--- src/rtl/dcache_wr_arbiter_pkg.sv ---
// Shared types for the data-side write arbiter: FSM states, owner
// encoding and the default uncached-streak limit.
package dcache_wr_arbiter_pkg;

  typedef enum logic [1:0] {
    IDLE   = 2'd0,
    REQ    = 2'd1,
    WAIT_B = 2'd2
  } dcache_wr_arb_state_t;

  typedef enum logic [1:0] {
    NONE = 2'd0,
    FIFO = 2'd1,
    UC   = 2'd2
  } wr_owner_t;

  localparam int DCACHE_WR_MAX_UC_STREAK = 4;
  localparam int DCACHE_WR_LINE_WIDTH    = 128;

endpackage

--- src/rtl/dcache_wr_arbiter.sv ---
// Shares the single AXI write-request port between the dcache write-back
// FIFO (full lines) and the uncached-store path (single words). One write
// is in flight at a time: request -> accept -> bvalid. The uncached path
// is favoured, but only for MAX_UC_STREAK grants in a row while the FIFO
// is waiting, and never while a drain is requested.
module dcache_wr_arbiter
  import dcache_wr_arbiter_pkg::*;
#(
  parameter int DCACHELINE_WIDTH = DCACHE_WR_LINE_WIDTH,
  parameter int MAX_UC_STREAK    = DCACHE_WR_MAX_UC_STREAK
) (
  input  logic                          clk,
  input  logic                          rst,
  input  logic                          fifo_wen_i,
  input  logic [31:0]                   fifo_awaddr_i,
  input  logic [DCACHELINE_WIDTH-1:0]   fifo_wdata_i,
  input  logic                          fifo_full_i,
  input  logic                          fifo_empty_i,
  output logic                          fifo_req_accept_o,
  output logic                          fifo_bvalid_o,
  input  logic                          uc_wen_i,
  input  logic [31:0]                   uc_awaddr_i,
  input  logic [31:0]                   uc_wdata_i,
  input  logic [3:0]                    uc_wstrb_i,
  output logic                          uc_req_accept_o,
  output logic                          uc_bvalid_o,
  input  logic                          drain_i,
  output logic                          drain_done_o,
  output logic                          axi_wen_o,
  output logic [31:0]                   axi_awaddr_o,
  output logic [DCACHELINE_WIDTH-1:0]   axi_wdata_o,
  output logic [DCACHELINE_WIDTH/8-1:0] axi_wstrb_o,
  output logic                          axi_wline_o,
  input  logic                          axi_req_accept_i,
  input  logic                          axi_bvalid_i
);

  localparam int STRB_W   = DCACHELINE_WIDTH / 8;
  localparam int WORDS    = DCACHELINE_WIDTH / 32;
  localparam int STREAK_W = $clog2(MAX_UC_STREAK + 1);
  localparam logic [STREAK_W-1:0] STREAK_MAX = STREAK_W'(MAX_UC_STREAK);

  dcache_wr_arb_state_t        r_state;
  wr_owner_t                   r_owner;
  logic [STREAK_W-1:0]         r_streak;
  logic [31:0]                 r_awaddr;
  logic [DCACHELINE_WIDTH-1:0] r_wdata;
  logic [STRB_W-1:0]           r_wstrb;
  logic                        r_wline;

  logic                        w_idle;
  logic                        w_in_req;
  logic                        w_in_wait_b;
  logic                        w_fifo_grant;
  logic                        w_uc_grant;
  logic [31:0]                 w_fifo_addr;
  logic [STRB_W-1:0]           w_uc_strb;

  assign w_idle      = (r_state == IDLE);
  assign w_in_req    = (r_state == REQ);
  assign w_in_wait_b = (r_state == WAIT_B);

  // FIFO wins when it must make progress (drain, full, streak exhausted)
  // or when the uncached path is not asking at all.
  assign w_fifo_grant = w_idle && fifo_wen_i &&
                        (drain_i || fifo_full_i || !uc_wen_i || (r_streak == STREAK_MAX));
  assign w_uc_grant   = w_idle && !w_fifo_grant && uc_wen_i && !drain_i;

  // Line address is forced onto a line boundary regardless of what the FIFO presents.
  assign w_fifo_addr = fifo_awaddr_i & 32'hFFFF_FFF0;
  // Word strobes land in the byte lanes of the addressed word within the line.
  assign w_uc_strb   = STRB_W'(uc_wstrb_i) << {uc_awaddr_i[3:2], 2'b00};

  // Transaction FSM and request capture register.
  always_ff @(posedge clk or posedge rst) begin
    if (rst) begin
      r_state  <= IDLE;
      r_owner  <= NONE;
      r_awaddr <= '0;
      r_wdata  <= '0;
      r_wstrb  <= '0;
      r_wline  <= 1'b0;
    end else begin
      unique case (r_state)
        IDLE: begin
          if (w_fifo_grant) begin
            r_state  <= REQ;
            r_owner  <= FIFO;
            r_awaddr <= w_fifo_addr;
            r_wdata  <= fifo_wdata_i;
            r_wstrb  <= '1;
            r_wline  <= 1'b1;
          end else if (w_uc_grant) begin
            r_state  <= REQ;
            r_owner  <= UC;
            r_awaddr <= uc_awaddr_i;
            r_wdata  <= {WORDS{uc_wdata_i}};
            r_wstrb  <= w_uc_strb;
            r_wline  <= 1'b0;
          end
        end
        REQ: begin
          // A response arriving before the accept is ignored here.
          if (axi_req_accept_i) r_state <= WAIT_B;
        end
        WAIT_B: begin
          if (axi_bvalid_i) begin
            r_state <= IDLE;
            r_owner <= NONE;
          end
        end
        default: begin
          r_state <= IDLE;
          r_owner <= NONE;
        end
      endcase
    end
  end

  // Consecutive uncached grants while the FIFO waits; only moves in IDLE.
  always_ff @(posedge clk or posedge rst) begin
    if (rst) begin
      r_streak <= '0;
    end else if (w_idle) begin
      if (w_fifo_grant || !fifo_wen_i) begin
        r_streak <= '0;
      end else if (w_uc_grant && (r_streak != STREAK_MAX)) begin
        r_streak <= r_streak + STREAK_W'(1);
      end
    end
  end

  assign axi_wen_o    = w_in_req;
  assign axi_awaddr_o = r_awaddr;
  assign axi_wdata_o  = r_wdata;
  assign axi_wstrb_o  = r_wstrb;
  assign axi_wline_o  = r_wline;

  // Handshake pulses are steered to the owner only, in the same cycle as the AXI event.
  assign fifo_req_accept_o = w_in_req    && axi_req_accept_i && (r_owner == FIFO);
  assign uc_req_accept_o   = w_in_req    && axi_req_accept_i && (r_owner == UC);
  assign fifo_bvalid_o     = w_in_wait_b && axi_bvalid_i     && (r_owner == FIFO);
  assign uc_bvalid_o       = w_in_wait_b && axi_bvalid_i     && (r_owner == UC);

  assign drain_done_o = drain_i && fifo_empty_i && w_idle;

endmodule

--- config.mk ---
export PLATFORM = sky130hd
export DESIGN_NAME = dcache_wr_arbiter
export DESIGN_NICKNAME = d
export VERILOG_FILES = /design/src/rtl/dcache_wr_arbiter_pkg.sv /design/src/rtl/dcache_wr_arbiter.sv
export SDC_FILE = /design/constraint.sdc
export NUM_CORES = 1
export LEC_CHECK = 0
export ABC_AREA = 1
export BUFFER_PORTS_ARGS = -buffer_cell sky130_fd_sc_hd__buf_2
export CAP_MARGIN = 5
export CORE_AREA = 2 2 165 167
export DETAILED_ROUTE_END_ITERATION = 7
export DIE_AREA = 0 0 167 169
export GPL_ROUTABILITY_DRIVEN = 0
export PLACE_DENSITY_LB_ADDON = 0.05
export SETUP_SLACK_MARGIN = 0.5
export SYNTH_ARGS = -nofsm -noshare
export SYNTH_HDL_FRONTEND = slang
export SYNTH_SLANG_ARGS = --single-unit
--- constraint.sdc ---
create_clock -name clk -period 19 [get_ports clk]
set_input_delay 3.8 -clock clk [delete_from_list [all_inputs] [get_ports clk]]
set_output_delay 3.8 -clock clk [all_outputs]
set_load 0.005 [all_outputs]
==> impl_metrics.csv, run 1 <==
group,metric,value,unit
cts,cts-root-buf,"clkbuf_16",
synthesis,synth_area,8790,sq um
global_routing,grt_max_degree,121,
floorplan,ios,420,
sta,maxSlewViolCount,0,
detailed_routing,route.detailed.drc,0,
cts,htree_levels,4,
cts,clk-insertion-delay-late,0.43,ns
power_and_ir_drop,p_switching,0.727,mW
power_and_ir_drop,share_seq_of_total_power,0.368,
power_and_ir_drop,pwr-share-comb,0.412,
power_and_ir_drop,total_power,1.83,mW
critical_path,reg2reg_slack,15.45,ns
sta,hold_viol,0,
synthesis,yosysWarningCount,0,
synthesis,yosys-top-cells-area,"dfrtp_1 (52%), nand2_1 (27%), nand3_1 (11%)",
finish,drive_gt1_frac,0.311,
critical_path,reg2reg_to,"axi_wdata_o[26]",
min_path,hp-start,"axi_awaddr_o[16]",
critical_path,required,15.20,ns
finish,nNetsFinal,1746,
run_status,status,"completed",
critical_path,ff2ff_path_depth,9,
detailed_routing,viasPerCell,4.72,
synthesis,seq_area_frac_synth,0.524,
floorplan,die_x,167,um
min_path,whs_path_depth,2,
detailed_routing,postRouteAntennaNets,0,
synthesis,yosysTopAreaCellShare,0.524,
floorplan,dieArea,28200,sq um
sta,grt_setup_unrepaired,"no",
sta,setup_tns,0,ns
critical_path,arrival,4.29,ns
power_and_ir_drop,p_int,1.10,mW
cts,cts_hold_buf,0,
global_routing,grt.total_usage,0.232,
synthesis,synth_cells,1138,
power_and_ir_drop,ir_worst_vdd,0.0774,mV
flow_run,max_cap_violations,0,
cts,cts_resized,0,
sta,layout_min_cycle_time,8.09,ns
placed_design,io_buffers,415,
min_path,hold_class,"flip-flop to flip-flop",
detailed_routing,first_pass_iters,5,
sta,relSlewSlack,0.202,
critical_path,cp-end-kind,"output pin",
sta,finalSetupViolations,0,
floorplan,fp.dieH,169,um
cts,cts_tree,"yes",
floorplan,fp.coreArea,26500,sq um
sta,fin_skew,0.0164,ns
detailed_routing,vias,8801,
detailed_routing,drt_iter0_drc,685,
critical_path,crit_type,"primary input to output pin",
detailed_routing,drt-wirelength-per-cell,17.9,um
detailed_routing,routed_wl,33.4,mm
cts,clock_sinks,184,
sta,worst_slew_pin_slew,1.20,ns
cts,cts_buffer_depth,2,
critical_path,start_kind,"primary input",
placed_design,dpl.hpwl,23.0,mm
synthesis,synth.avg_cell_area,7.73,sq um
synthesis,syn_nets,1377,
synthesis,synth-seq-cells,184,
critical_path,cp_max_fo,3,
sta,period_share,0.426,
power_and_ir_drop,power_density,158,nW/um^2
global_routing,grt.overflow.total,0,
power_and_ir_drop,clkPwrFrac,0.220,
floorplan,rows,60,
floorplan,start_util,0.332,
finish,area_growth,31.6,%
cts,post_cts_buffers,0,
cts,clkTransAtPathRegs,0.07,ns
global_routing,grt_pass1_wl,50.8,mm
min_path,min_to,"axi_awaddr_o[16]",
sta,fmax,124,MHz
global_routing,grt_pass1_vias,8514,
cts,cts_buffers,17,
synthesis,yosysTopAreaCell,"dfrtp_1",
power_and_ir_drop,switching_share,0.398,
global_routing,antenna_found_initial,6,
synthesis,synth_cell_types,24,
critical_path,reg2reg_from,"r_streak[0]",
power_and_ir_drop,power_leakage,6.80,nW
==> per-stage QoR <==
step	setup WS, ns	cells	hold WS, ns	util	instance area (sq um)
2_1_floorplan	10.20	1138	0.465	-	8790
3_3_place_gp	10.92	1829	0.457	0.412	10900
3_5_place_dp	10.91	1829	0.460	0.412	10900
4_1_cts	10.90	1860	0.479	0.436	11600
5_1_grt	10.87	1861	0.491	0.436	11600
6_report	10.91	1863	0.473	0.437	11600
==> routing by layer <==
metal  up-vias  wire (um)  global-route usage
met5         -         38                   0
met4         6        359              0.0461
met3        24       2640              0.0692
met2       315      16200               0.390
met1      4128      14200               0.298
li1       4328          -                   -
==> Yosys cell counts (all sizes together) <==
library cell and n:
o21ai 4, inv 21, a21oi 2, nand2 625
clkbuf 8, dfrtp 184, nand3b 10, xor2 1
buf 64, nand4 3, nor3 4, nand3 201
clkinv 2, ha 2, nor2 7
==> critical path: stages <==
cell and delay [ns]:
buf_2 0.09, nand2_1 0.08, nor3_1 0.16, buf_2 0.16
==> sequential cells by signal, summed over array words and instances (netlist names) <==
signal,cells
axi_awaddr_o,32
axi_wdata_o,128
axi_wline_o,1
axi_wstrb_o,16
r_owner,2
r_state,2
r_streak,3
==> cells in the final DEF (no fill, tap or decap), types with 4 or more instances in the layout <==
cell	netlist	final
buf_2	40	415
buf_4	10	7
bufinv_16	0	5
clkbuf_16	0	17
dfrtp_1	184	184
inv_1	16	15
inv_2	5	4
inv_6	0	5
nand2_1	623	623
nand3_1	190	190
nand3_2	11	10
nand3b_1	10	10
nor2_1	5	5
nor3_1	4	4
o21ai_0	4	4
==> final cells by class <==
type | instances | area (sq um)
timing repair buffer | 422 | 2130
inverter | 23 | 98.8
clock buffer | 19 | 433
tap | 341 | 427
multi-input combinational | 859 | 3660
fill | 2870 | 14900
antenna | 3 | 7.51
clock inverter | 12 | 211
sequential | 184 | 4600
==> worst max path at each step <==
stage | startpoint | slack [ns] | to
final | axi_req_accept_i | 10.91 | fifo_req_accept_o
after global routing | axi_bvalid_i | 10.87 | fifo_bvalid_o
after CTS | axi_req_accept_i | 10.90 | fifo_req_accept_o
after detailed placement | axi_req_accept_i | 10.91 | fifo_req_accept_o
after global placement | axi_bvalid_i | 10.92 | fifo_bvalid_o
after floorplan | rst | 10.20 | axi_awaddr_o[0]
==> cell families (layout without fill, tap and decap cells) <==
logic type	Yosys count	after routing	share of synthesized area
AOI/OAI and AO/OA	6	6	0.00384
adders and majority gates	2	2	0.00284
other	0	3	0
buffers and inverters	95	476	0.0620
xor gates and xnor gates	1	1	0.000996
and+or+nand+nor	850	850	0.407
DFF	184	184	0.524
==> power groups by stage <==
stage | clock [mW] | combinational, mW | sequential (mW)
floorplan | 0 | 0.423 | 0.691
global placement | 0 | 0.763 | 0.674
detailed placement | 0 | 0.770 | 0.674
CTS | 0.409 | 0.771 | 0.672
global route | 0.425 | 0.856 | 0.696
finish | 0.401 | 0.752 | 0.673
No activity file was read; power rests on OpenSTA's default activity.
==> run 2: changes to the inputs <==
--- a/config.mk
+++ b/config.mk
@@ -8,9 +8,9 @@
 export ABC_AREA = 1
 export BUFFER_PORTS_ARGS = -buffer_cell sky130_fd_sc_hd__buf_2
 export CAP_MARGIN = 5
-export CORE_AREA = 2 2 165 167
+export CORE_AREA = 2 2 162 164
 export DETAILED_ROUTE_END_ITERATION = 7
-export DIE_AREA = 0 0 167 169
+export DIE_AREA = 0 0 164 166
 export GPL_ROUTABILITY_DRIVEN = 0
 export PLACE_DENSITY_LB_ADDON = 0.05
 export SETUP_SLACK_MARGIN = 0.5
==> constraint.sdc (replaced) <==
create_clock -name clk -period 8.41 [get_ports clk]
set_input_delay 1.682 -clock clk [delete_from_list [all_inputs] [get_ports clk]]
set_output_delay 1.682 -clock clk [all_outputs]
set_load 0.005 [all_outputs]
==> impl_metrics.csv, run 2 (same netlist as run 1, synthesis figures left out) <==
group,metric,value,unit
sta,timing.hold.ws,0.474,ns
min_path,hold_class,"flip-flop to flip-flop",
global_routing,grt.overflow.total,0,
power_and_ir_drop,power_density,349,nW/um^2
critical_path,start_kind,"primary input",
placed_design,placed_cell_area,10900,sq um
power_and_ir_drop,clkPwrFrac,0.201,
global_routing,grt_pass1_wl,49.7,mm
cts,cts_buffer_depth,2,
detailed_routing,postRouteAntennaNets,0,
detailed_routing,routed_wl,32.5,mm
sta,maxSlewViolCount,0,
global_routing,antenna_found_initial,11,
sta,relSlewSlack,0.238,
finish,multi_input_area,3660,sq um
critical_path,crit_type,"primary input to flip-flop",
sta,layout_min_cycle_time,4.23,ns
global_routing,grt.total_usage,0.237,
cts,cts_resized,0,
detailed_routing,viasPerCell,4.72,
sta,period_share,0.503,
cts,cts-root-buf,"clkbuf_16",
critical_path,cp-end-kind,"flip-flop",
finish,regArea,4600,sq um
cts,htree_levels,4,
finish,nFillCells,2748,
critical_path,required,8.72,ns
cts,clkTransAtPathRegs,0.07,ns
run_status,status,"completed",
sta,fin_skew,0.0211,ns
power_and_ir_drop,p_switching,1.63,mW
detailed_routing,route.detailed.drc,0,
finish,final_common_cell,"nand2_1",
floorplan,rows,59,
power_and_ir_drop,pwr-share-comb,0.420,
global_routing,grt_max_degree,119,
finish,largest_reg_flops,128,
detailed_routing,vias,8774,
cts,clk-insertion-delay-late,0.44,ns
global_routing,grt_pass1_vias,8548,
critical_path,arrival,4.54,ns
finish,nNetsFinal,1746,
flow_run,max_cap_violations,0,
finish,area_growth,30.8,%
power_and_ir_drop,share_seq_of_total_power,0.379,
cts,clock_sinks,184,
sta,fin_ws,4.18,ns
detailed_routing,drt-wirelength-per-cell,17.5,um
power_and_ir_drop,p_int,2.39,mW
floorplan,start_util,0.343,
finish,drive_gt1_frac,0.312,
finish,design_area,11500,sq um
critical_path,cp_max_fo,94,
sta,fmax,236,MHz
cts,cts_tree,"yes",
floorplan,die_x,164,um
cts,post_cts_buffers,0,
placed_design,dpl.hpwl,22.5,mm
placed_design,io_buffers,415,
detailed_routing,first_pass_iters,5,
floorplan,dieArea,27200,sq um
placed_design,dp_slack,3.70,ns
sta,finalSetupViolations,0,
power_and_ir_drop,power_leakage,6.77,nW
floorplan,fp.coreArea,25600,sq um
detailed_routing,drt_iter0_drc,556,
floorplan,fp.dieH,166,um
sta,setup_tns,0,ns
finish,final_cell_mix,"nand2_1 (623), buf_2 (415), nand3_1 (190)",
cts,cts_hold_buf,0,
cts,cts_buffers,17,
sta,hold_viol,0,
power_and_ir_drop,switching_share,0.406,
power_and_ir_drop,ir_worst_vdd,0.137,mV
sta,worst_slew_pin_slew,1.14,ns
sta,grt_setup_unrepaired,"no",
floorplan,ios,420,
==> run 2: cell count changes in the layout (fill, tap and decap cells not counted), sizes merged <==
cell / change
diode: +4
bufinv: -3
clkbuf: -2
clkinv: +2
clkinvlp: +2
==> run 2: power by group through the flow <==
stage | logic (mW) | registers [mW] | clock network [mW]
floorplan | 0.956 | 1.56 | 0
global placement | 1.71 | 1.53 | 0
detailed placement | 1.73 | 1.53 | 0
CTS | 1.73 | 1.52 | 0.823
global route | 1.93 | 1.58 | 0.861
finish | 1.69 | 1.52 | 0.806
==> run 2: path summary, 6_finish.rpt <==
kind	startpoint	endpoint	slack, ns	cells after the start
setup / recovery	drain_i	axi_wdata_o[120]	4.18	10
hold / removal	axi_awaddr_o[25]	axi_awaddr_o[25]	0.47	2
setup reg to reg	r_streak[0]	axi_wdata_o[120]	4.87	11
hold reg to reg	axi_awaddr_o[25]	axi_awaddr_o[25]	0.47	2
max in group asynchronous	rst	axi_wdata_o[91]	5.50	3
min in group asynchronous	rst	axi_wdata_o[100]	1.36	2
==> run 2: layer usage <==
metal	global-route usage	vias up	wire length, um
li1	-	4337	-
met1	0.306	4085	14000
met2	0.386	307	15400
met3	0.0672	39	2490
met4	0.0740	6	600
met5	0	-	38
==> run 2: critical path, cell delays in order <==
cell	delay (ns)
buf_2	0.11
nor2_1	0.07
nand3_4	0.05
buf_4	0.77
nand2_4	0.74
buf_4	0.54
nand2_1	0.30
nand2_1	0.08
nand2_1	0.06
nand2_1	0.07
==> run 2: metrics by stage <==
stage                     std cells  power (mW)  utilization
after global routing           1858        4.37        0.449
after detailed placement       1823        3.26        0.426
final                          1860        4.02        0.449
after global placement         1823        3.24        0.426
after floorplan                1138        2.52            -
after CTS                      1853        4.08        0.448
==> run 2: cell type report <==
cell class                      instances  share of cell area
Sequential cell                       184               0.400
Clock buffer                           17              0.0370
Clock inverter                         13              0.0126
Inverter                               23             0.00860
Timing Repair Buffer                  422               0.185
Multi-Input combinational cell        859               0.318
Antenna cell                            7             0.00152
Tap cell                              335              0.0364
==> run 3: changes to the inputs <==
--- a/config.mk
+++ b/config.mk
@@ -5,12 +5,12 @@
 export SDC_FILE = /design/constraint.sdc
 export NUM_CORES = 1
 export LEC_CHECK = 0
-export ABC_AREA = 1
+export ABC_AREA = 0
 export BUFFER_PORTS_ARGS = -buffer_cell sky130_fd_sc_hd__buf_2
 export CAP_MARGIN = 5
-export CORE_AREA = 2 2 162 164
+export CORE_AREA = 2 2 161 163
 export DETAILED_ROUTE_END_ITERATION = 7
-export DIE_AREA = 0 0 164 166
+export DIE_AREA = 0 0 163 165
 export GPL_ROUTABILITY_DRIVEN = 0
 export PLACE_DENSITY_LB_ADDON = 0.05
 export SETUP_SLACK_MARGIN = 0.5
==> constraint.sdc (replaced) <==
create_clock -name clk -period 3.7 [get_ports clk]
set_input_delay 0.74 -clock clk [delete_from_list [all_inputs] [get_ports clk]]
set_output_delay 0.74 -clock clk [all_outputs]
set_load 0.005 [all_outputs]
==> impl_metrics.csv, run 3 <==
group,metric,value,unit
run_status,status,"completed",
power_and_ir_drop,p_int,6.55,mW
synthesis,synth_area,8920,sq um
sta,timing.hold.ws,0.422,ns
cts,clock_sinks,184,
finish,final_common_cell,"buf_2",
power_and_ir_drop,share_seq_of_total_power,0.368,
synthesis,yosysTopAreaCellShare,0.516,
detailed_routing,drt_iter0_drc,310,
global_routing,grt.overflow.total,0,
cts,cts_buffers,17,
cts,cts_buffer_depth,2,
critical_path,cp_cell_sequence,"nor2_1 > and3_1 > buf_2",
finish,design_area,11900,sq um
synthesis,synth_compound_area_frac,0.0119,
synthesis,synth_ff_type,"dfrtp_1",
synthesis,synth_edf_count,0,
sta,relSlewSlack,0.381,
critical_path,start_kind,"flip-flop",
synthesis,synth_cells,646,
finish,multi_input_area,4100,sq um
synthesis,synth_common_cells,"mux2_2 (269), dfrtp_1 (184), mux2_1 (43)",
synthesis,yosysMostFrequentCell,"mux2_2",
global_routing,grt_pass1_vias,6594,
detailed_routing,viasPerCell,4.72,
detailed_routing,drt-wirelength-per-cell,18.8,um
placed_design,dpl.hpwl,18.8,mm
finish,regArea,4600,sq um
finish,final_cell_mix,"buf_2 (415), mux2_2 (269), dfrtp_1 (184)",
sta,hold_viol,0,
synthesis,yosys-top-cells-area,"dfrtp_1 (52%), mux2_2 (34%), mux2_1 (5.4%)",
critical_path,cp_num_buf_inv,1,
synthesis,synthXorXnorAreaFrac,0,
power_and_ir_drop,total_power,9.49,mW
finish,drive_gt1_frac,0.686,
synthesis,async_flop_share,1.00,
sta,maxSlewViolCount,0,
floorplan,fp.coreArea,25000,sq um
floorplan,die_x,163,um
critical_path,cp.depth,3,
critical_path,cp-end-kind,"output pin",
sta,finalSetupViolations,0,
detailed_routing,first_pass_iters,4,
cts,post_cts_buffers,0,
critical_path,cp_max_fo,12,
power_and_ir_drop,ir_worst_vdd,0.315,mV
synthesis,yosysTopAreaCell,"dfrtp_1",
critical_path,crit_type,"flip-flop to output pin",
detailed_routing,vias,6577,
min_path,hold_class,"primary input to asynchronous set/reset pin",
sta,setup_tns,0,ns
cts,htree_levels,4,
power_and_ir_drop,power_leakage,5.66,nW
cts,cts_resized,0,
finish,area_growth,33.8,%
critical_path,arrival,1.80,ns
cts,cts_tree,"yes",
detailed_routing,route.detailed.drc,0,
power_and_ir_drop,clkPwrFrac,0.202,
cts,cts-root-buf,"clkbuf_16",
floorplan,fp.dieH,165,um
critical_path,max_stage_delay,0.53,ns
synthesis,synth-simple-area-share,0.0485,
cts,clk-insertion-delay-late,0.43,ns
sta,layout_min_cycle_time,2.54,ns
detailed_routing,postRouteAntennaNets,0,
critical_path,path_delay_family,"simple AND/OR/NAND/NOR gates",
detailed_routing,routed_wl,26.2,mm
synthesis,synthAdderAreaFrac,0.00280,
sta,fmax,394,MHz
floorplan,rows,58,
power_and_ir_drop,power_density,794,nW/um^2
placed_design,io_buffers,415,
floorplan,ios,420,
finish,largest_reg_flops,128,
sta,grt_setup_unrepaired,"no",
flow_run,max_cap_violations,0,
synthesis,seq_area_frac_synth,0.516,
cts,cts_hold_buf,0,
synthesis,yosysWarningCount,0,
finish,fin_util,0.477,
synthesis,synth_top_family_by_area,"multiplexers",
synthesis,syn_nets,885,
critical_path,required,2.96,ns
critical_path,worst_path_max_delay_cell,"nor2_1",
global_routing,antenna_found_initial,8,
sta,period_share,0.686,
floorplan,start_util,0.356,
sta,worst_slew_pin_slew,0.928,ns
critical_path,ff2ff_path_depth,4,
synthesis,synth_mux_area_frac,0.394,
global_routing,grt_pass1_wl,38.3,mm
power_and_ir_drop,p_switching,2.94,mW
global_routing,grt.total_usage,0.189,
global_routing,grt_max_degree,159,
power_and_ir_drop,switching_share,0.310,
finish,nNetsFinal,1285,
synthesis,synth-seq-cells,184,
synthesis,synth.avg_cell_area,13.8,sq um
synthesis,synth_cell_types,30,
sta,fin_skew,0.0165,ns
finish,nFillCells,2417,
floorplan,dieArea,26900,sq um
cts,clkTransAtPathRegs,0.08,ns
placed_design,placed_cell_area,11300,sq um
power_and_ir_drop,pwr-share-comb,0.430,
## run 3: power groups by stage
stage	logic [mW]	clock network (mW)	registers, mW
final	4.08	1.92	3.49
after global routing	4.49	2.06	3.63
after CTS	4.17	1.99	3.51
after detailed placement	4.17	0	3.55
after global placement	4.15	0	3.50
after floorplan	2.42	0	3.62
## run 3: path summary, 6_finish.rpt
path                            slack (ns)                to         from
worst min register to register        0.48       axi_wline_o  axi_wline_o
worst min-delay path                  0.42   axi_wdata_o[15]          rst
worst max-delay path                  1.16      drain_done_o   r_state[0]
min in group clk                      0.48       axi_wline_o  axi_wline_o
worst max register to register        1.34  axi_wdata_o[124]   r_state[0]
max in group asynchronous             2.45   axi_awaddr_o[6]          rst
## run 3: cells by family after synthesis
family / Yosys count
AND/OR/NAND/NOR: 85
adder cells (fa/ha/maj): 2
AO/OA/AOI/OAI: 17
buffers and inverters: 46
multiplexers: 312
flip-flops: 184
## run 3: stage by stage
stage | cells | worst slack [ns]
6_report | 1393 | 1.16
2_1_floorplan | 646 | 0.595
3_3_place_gp | 1357 | 1.03
5_1_grt | 1391 | 1.02
3_5_place_dp | 1357 | 1.03
4_1_cts | 1389 | 1.10
## run 3: worst register-to-register path, stage by stage, from the launching register on
cell and delay [ns]:
dfrtp_1 0.51, or4b_4 0.82, buf_12 0.30, mux2_1 0.35, mux2_2 0.26
## run 3: layout make-up
cell class | count | area share
sequential | 184 | 0.386
inverter | 4 | 0.00157
timing repair buffer | 423 | 0.184
clock buffer | 20 | 0.0366
tap | 330 | 0.0346
clock inverter | 12 | 0.0139
antenna | 4 | 0.000838
multi-input combinational | 416 | 0.343
## run 3: metal layers
layer	vias up	GRT usage	wire length [um]
met2	252	0.327	13200
met4	6	0.0479	236
met3	23	0.0768	2540
met5	-	0	42
li1	3128	-	-
met1	3168	0.218	10200
